File: config.mk
export PLATFORM = sky130hd
export DESIGN_NAME = pcileech_ft601_tx_sched
export DESIGN_NICKNAME = d
export VERILOG_FILES = /design/src/rtl/pcileech_ft601_pkg.sv /design/src/rtl/pcileech_ft601_tx_sched.sv
export SDC_FILE = /design/constraint.sdc
export NUM_CORES = 1
export LEC_CHECK = 0
export CAP_MARGIN = 20
export CORE_MARGIN = 1.5
export CORE_UTILIZATION = 40
export CTS_CLUSTER_DIAMETER = 200
export DETAILED_ROUTE_END_ITERATION = 10
export PLACE_DENSITY = 0.7
export SYNTH_ARGS = -nofsm -noshare
export SYNTH_HDL_FRONTEND = slang
export SYNTH_SLANG_ARGS = --single-unit
File: constraint.sdc
create_clock -name clk -period 72.6 [get_ports clk]
set_input_delay 14.52 -clock clk [delete_from_list [all_inputs] [get_ports clk]]
set_output_delay 14.52 -clock clk [all_outputs]
set_load 0.05 [all_outputs]
File: src/rtl/pcileech_ft601_pkg.sv
// rtl/pcileech_ft601_pkg.sv - shared constants and types for the FT601 TX path
package pcileech_ft601_pkg;

    localparam logic [31:0] FTDI_MAGIC_DWORD = 32'h66665555;

    localparam int IDX_W = 3;
    localparam int CNT_W = 4;

    typedef enum logic [1:0] {
        ST_IDLE = 2'd0,
        ST_PRE  = 2'd1,
        ST_DATA = 2'd2
    } tx_state_t;

endpackage

File: src/rtl/pcileech_ft601_tx_sched.sv
// rtl/pcileech_ft601_tx_sched.sv - 256-to-32 TX serializer with per-burst magic preamble
module pcileech_ft601_tx_sched
    import pcileech_ft601_pkg::*;
#(
    parameter int          MAGIC_COUNT = 5,
    parameter logic [31:0] MAGIC_WORD  = FTDI_MAGIC_DWORD
) (
    input  logic         clk,
    input  logic         rst,
    input  logic [255:0] din,
    input  logic         din_valid,
    output logic         din_ready,
    input  logic         ft601_txe_n,
    output logic [31:0]  dout,
    output logic         dout_wr_en,
    input  logic         dout_almost_full,
    input  logic         dout_prog_empty,
    output logic [15:0]  stat_preambles,
    output logic [31:0]  stat_words
);

    localparam logic [CNT_W-1:0] CNT_LAST = CNT_W'(MAGIC_COUNT);

    tx_state_t        state, state_n;
    logic [IDX_W-1:0] idx, idx_n;
    logic [CNT_W-1:0] cnt, cnt_n;
    logic             txe_q;
    logic [255:0]     shreg;
    logic [31:0]      dout_n;
    logic             wr_n;
    logic             ready;
    logic             pre_inc;
    logic             go;
    logic             need_pre;

    assign go        = ~dout_almost_full;
    assign need_pre  = dout_prog_empty & txe_q;
    assign din_ready = ready & ~rst;

    always_comb begin
        state_n = state;
        idx_n   = idx;
        cnt_n   = cnt;
        dout_n  = dout;
        wr_n    = 1'b0;
        ready   = 1'b0;
        pre_inc = 1'b0;
        case (state)
            ST_IDLE: begin
                if (din_valid && go) begin
                    wr_n = 1'b1;
                    if (!need_pre) begin
                        ready   = 1'b1;
                        dout_n  = din[31:0];
                        idx_n   = 3'd1;
                        state_n = ST_DATA;
                    end else begin
                        dout_n  = MAGIC_WORD;
                        cnt_n   = 4'd1;
                        pre_inc = 1'b1;
                        // A one-DWORD preamble hands straight over to the word.
                        if (MAGIC_COUNT == 1) begin
                            ready   = 1'b1;
                            idx_n   = 3'd0;
                            state_n = ST_DATA;
                        end else begin
                            state_n = ST_PRE;
                        end
                    end
                end
            end
            ST_PRE: begin
                if (go) begin
                    wr_n   = 1'b1;
                    dout_n = MAGIC_WORD;
                    cnt_n  = cnt + 1'b1;
                    if ((cnt + 1'b1) == CNT_LAST) begin
                        ready   = 1'b1;
                        idx_n   = 3'd0;
                        state_n = ST_DATA;
                    end
                end
            end
            ST_DATA: begin
                if (go) begin
                    wr_n   = 1'b1;
                    dout_n = shreg[{idx, 5'd0} +: 32];
                    idx_n  = idx + 1'b1;
                    if (idx == 3'd7) begin
                        // Word boundary: continue back-to-back unless a preamble is due.
                        if (din_valid && !need_pre) begin
                            ready = 1'b1;
                        end else begin
                            state_n = ST_IDLE;
                        end
                    end
                end
            end
            default: state_n = ST_IDLE;
        endcase
    end

    always_ff @(posedge clk) begin
        if (rst) begin
            state          <= ST_IDLE;
            idx            <= '0;
            cnt            <= '0;
            txe_q          <= 1'b1;
            dout           <= '0;
            dout_wr_en     <= 1'b0;
            stat_preambles <= '0;
            stat_words     <= '0;
        end else begin
            state          <= state_n;
            idx            <= idx_n;
            cnt            <= cnt_n;
            txe_q          <= ft601_txe_n;
            dout           <= dout_n;
            dout_wr_en     <= wr_n;
            stat_preambles <= stat_preambles + {15'd0, pre_inc};
            stat_words     <= stat_words + {31'd0, din_valid & din_ready};
        end
    end

    always_ff @(posedge clk) begin
        if (din_ready) begin
            shreg <= din;
        end
    end

endmodule

# Word level (Yosys, flattened, before mapping)

Cells that the tools add are included.

$add $sub $neg: 4
Equality and inequality tests: 12
Shift operators: 1
Muxes and demuxes: 37
Bitwise logic cells: 5
Reduce and logical (&&, ||, !) cells: 11

Operators with widths:

| operator                                             | number |
|---|---|
| indexed part select 256 x 9 -> 32 bit                | 1 |
| two-way mux 32 bit                                   | 4 |
| case mux 32 bit (3 select lines)                     | 1 |
| adder 32 x 1 -> 32 bit                               | 1 |
| adder 16 x 1 -> 16 bit                               | 1 |
| != test 2 bit (second input constant)                | 8 |
| two-way mux 3 bit                                    | 5 |
| two-way mux 2 bit                                    | 7 |
| two-way mux 1 bit                                    | 12 |
| two-way mux 4 bit                                    | 3 |
| AND reduction 6 bit                                  | 2 |
| case mux 3 bit (3 select lines)                      | 1 |
| case mux 4 bit (2 select lines)                      | 1 |
| AND reduction 4 bit                                  | 2 |
| case mux 2 bit (3 select lines)                      | 1 |
| adder 4 x 1 -> 4 bit (second input constant)         | 1 |
| equality test 4 x 3 -> 1 bit (second input constant) | 1 |
| adder 3 x 1 -> 3 bit (second input constant)         | 1 |
| bitwise AND 1 bit                                    | 3 |
| equality test 3 bit (second input constant)          | 1 |
| case mux 1 bit (3 select lines)                      | 1 |
| nonzero test 3 bit                                   | 1 |
| equality test 2 x 1 -> 1 bit (second input constant) | 1 |
| equality test 2 bit (second input constant)          | 1 |
| other kinds (7)                                      | 9 |

Flip-flop bits (word level): 347
Bits of input ports: 262
Output and inout bits: 82

# Longest topological paths before layout

Word-level depth: 10
Gate-level depth with buffers: 14
Gate-level depth less buffers: 13

# Worst setup path before layout

Ideal clock, no wire load.

Path type: input to output
Start point: in dout_almost_full
End point: out din_ready
Arrival: 33.763 ns
Path slack: 24.317 ns
Stages on the path: 3
Path buffers: 0
Path through: nor3_1 -> nand3_1 -> o21ai_0

Cells in the longest elaborated chain, start to end: 5

RTL lines:

| element                             | RTL line                      | RTL |
|---|---|---|
| start: declaration                  | pcileech_ft601_tx_sched.sv:16 | `input logic dout_almost_full,` |
| NOT 1 bit                           | pcileech_ft601_tx_sched.sv:36 | `assign go = ~dout_almost_full;` |
| logical AND 1 bit                   | pcileech_ft601_tx_sched.sv:50 | `if (din_valid && go) begin` |
| two-way mux 1 bit                   | pcileech_ft601_tx_sched.sv:50 |  |
| case mux 1 bit (3 select lines) (*) | pcileech_ft601_tx_sched.sv:48 | `case (state)` |
| bitwise AND 1 bit (*)               | pcileech_ft601_tx_sched.sv:38 | `assign din_ready = ready & ~rst;` |
| end: declaration                    | pcileech_ft601_tx_sched.sv:12 | `output logic din_ready,` |

Mark *: on every way between the ends. The rest lies on a longest branch, timed or not.

# Worst setup path after layout

Start point: in rst
End point: out din_ready

Cells in the longest elaborated chain, start to end: 2

RTL lines:

| element            | RTL line                      | RTL |
|---|---|---|
| start: declaration | pcileech_ft601_tx_sched.sv:9  | `input logic rst,` |
| NOT 1 bit          | pcileech_ft601_tx_sched.sv:38 |  |
| bitwise AND 1 bit  | pcileech_ft601_tx_sched.sv:38 |  |

Every way passes these cells.

==> summary.md <==
| Metric | Value |
|---|---|
| First-pass GRT wire length | `51400 um` |
| Vias/cell | `5.14` |
| Critical path required time | `58080 ps` |
| Wire per inst | `20.1 um` |
| Post-synth top area cell | `edfxtp_1` |
| Synthesized area | `0.0138 sq mm` |
| Final clock skew | `22.7 ps` |
| Hold Path Origin | `dout[20]` |
| CP max FO | `94` |
| Die X | `189 um` |
| GPL Wtd Cong | `0.816` |
| Final Critical Period | `31250 ps` |
| Max-Cap Viols | `0` |
| CTS max path bufs | `3` |
| Post-Route WL | `34400 um` |
| Synth unique cells | `46` |
| Slew HR | `26.0%` |
| Final Hold Vio Count | `0` |
| Hpwl dp | `24000 um` |
| Post-synth top cells | `256 x edfxtp_1, 91 x dfxtp_1, 86 x nor2_1` |
| Drt pass-1 iters | `5` |
| CTS tree | `yes` |
| RR Endpoint | `stat_words[12]` |
| Top cell type's share of synthesized area | `55.8%` |
| Hold Crit Class | `flop to flop` |
| Largest net degree at the start of global routing | `149` |
| Status | `finished, final reports clean` |
| WHS Path Cells | `2` |
| Top sig layer | `met5` |
| Number of buffers created by CTS | `38` |
| Ports | `344` |
| Synth warn | `0` |
| Register bit count reported by yosys | `347` |
| Routed Antenna Nets | `0` |
| Main synth FF type | `edfxtp_1` |
| Syn-to-layout area delta | `37.5%` |
| DR WL met2 | `16700 um` |
| Via count | `8821` |
| Clock tree sinks | `347` |
| DR iter-0 viols | `575` |
| Setup crit end kind | `primary output` |
| Met3 wire length | `2660 um` |
| Root buf cell | `clkbuf_16` |
| Vias in the first global route | `8773` |
| FMAX | `0.0320 GHz` |
| EDFF count, synth | `256` |
| Final instance area | `0.0189 sq mm` |
| Syn Nets | `1161` |
| Syn Inst Count | `887` |
| Setup TNS | `0 ps` |
| Die area | `0.0356 sq mm` |
| Top-count cell post-synth | `edfxtp_1` |
| Die height | `189 um` |
| Worst skew pair latency | `530 ps` |
| Launch point of the worst reg-to-reg path | `idx[1]` |
| Worst-margin pin slew | `1110 ps` |
| Seq/Total Area, Yosys | `69.0%` |
| Arr. time, crit path | `16730 ps` |
| Area post-placement | `0.0177 sq mm` |
| Syn_area_per_cell | `15.5 sq um` |
| Reg2Reg Depth | `14` |
| GRT Util Overall | `19.1%` |
| Lkg Pwr | `6.17 nW` |
| Post-CTS Hold Buffers | `0` |
| Slew Limit Fails | `0` |
| Area contributors post-synth | `edfxtp_1 56%, dfxtp_1 13%, mux4_2 10%, nor2_1 2.3%, a21oi_1 2.3%` |
| Flop-to-flop setup slack | `68340 ps` |
| Clock transition at path regs | `60 ps` |
| GR Overflow Total | `0` |
| RSZ-0062 raised after global routing | `false` |
| I/O Buffers | `343` |
| Final period util | `43.0%` |
| Rows | `67` |
| CP Launch Type | `primary input` |
| Post-CTS setup buffer count | `0` |
| Layout net count | `1506` |
| Maximum VDD drop | `0.0142 mV` |
| # DRC | `0` |
| Met1 WL | `14100 um` |
| Core Area | `0.0337 sq mm` |
| Final setup vio count | `0` |
| Post_cts resized | `0` |
| # H-tree levels | `2` |
| Asr flop ratio synth | `0%` |
| Hold Path End | `dout[20]` |
| Critical path class | `primary input to primary output` |
| PwrDens | `29.6 mW/mm^2` |
| Initial core utilization | `40.9%` |
| Antenna violations before repair | `10` |
| Layout cells sized above 1 | `10.8%` |
## stage by stage
step | worst slack, ps | power [mW] | instances | utilization [%] | hold WS [ps]
2_1_floorplan | 24320 | 0.333 | 887 | - | 489
3_3_place_gp | 41380 | 0.373 | 1640 | 52.5 | 483
3_5_place_dp | 41350 | 0.375 | 1640 | 52.5 | 492
5_1_grt | 41190 | 0.583 | 1714 | 56.2 | 515
4_1_cts | 41340 | 0.567 | 1707 | 56.1 | 500
6_report | 41350 | 0.560 | 1716 | 56.2 | 498
## per-layer routing
metal | up-vias | track usage (%)
li1 | 4137 | -
met1 | 4274 | 24.6
met2 | 344 | 31.3
met3 | 62 | 4.92
met4 | 4 | 6.90
met5 | - | 0
## cell usage in the layout, fill, tap and decap left out, drive strengths merged, types with 18 or more instances in the layout
cell type,n
dfxtp,91
edfxtp,256
nand2,18
xor2,25
a21oi,63
clkbuf,52
clkdlybuf4s50,342
mux4,64
nand3,28
nor3,28
nor2b,24
nor2,86
## registers in the layout, indices dropped and copies added, names as in the netlist
name            count
dout               32
stat_words         32
shreg             256
stat_preambles     16
cnt                 4
state               2
idx                 3
dout_wr_en          1
txe_q               1
## power breakdown
| group | switching, mW | internal (mW) | leakage, nW |
|---|---|---|---|
| sequential | 0.00928 | 0.229 | 3.07 |
| clock | 0.0758 | 0.115 | 0.592 |
| combinational | 0.0760 | 0.0556 | 2.51 |
## critical path, stage by stage
cell and delay (ps):
buf_4 400, nor3_1 420, nand3_1 180, o21ai_4 310
clkdlybuf4s50_1 870
## logic make-up (layout without fill, tap and decap cells)
| kind of cell | after synthesis | count (layout) | synth area share (%) |
|---|---|---|---|
| flip-flops | 347 | 347 | 69.0 |
| AND/OR/NAND/NOR | 237 | 237 | 8.84 |
| AO/OA/AOI/OAI | 114 | 114 | 5.10 |
| multiplexers | 81 | 81 | 11.7 |
| buffers and inverters | 55 | 427 | 1.64 |
| XOR/XNOR | 41 | 41 | 2.61 |
| adder cells (fa/ha/maj) | 12 | 12 | 1.09 |
| other | 0 | 9 | 0 |
## worst max path at each step
stage	slack, ps	from	end	cells past startpoint
final	41350	rst	din_ready	5
after detailed placement	41350	rst	din_ready	5
after global placement	41380	rst	din_ready	5
after floorplan	24320	dout_almost_full	din_ready	3
after CTS	41340	rst	din_ready	5
after global routing	41190	rst	din_ready	5
## final cells by class
class / instances / area (sq um)
inverters: 11 / 41.3
multi-input cells: 485 / 4070
clock buffers: 52 / 1030
well taps: 448 / 561
diodes: 9 / 22.5
flip-flops and latches: 347 / 9520
fillers: 2711 / 14800
clock inverters: 15 / 203
repair buffers: 349 / 3490
(Power assumes the default switching activity.)
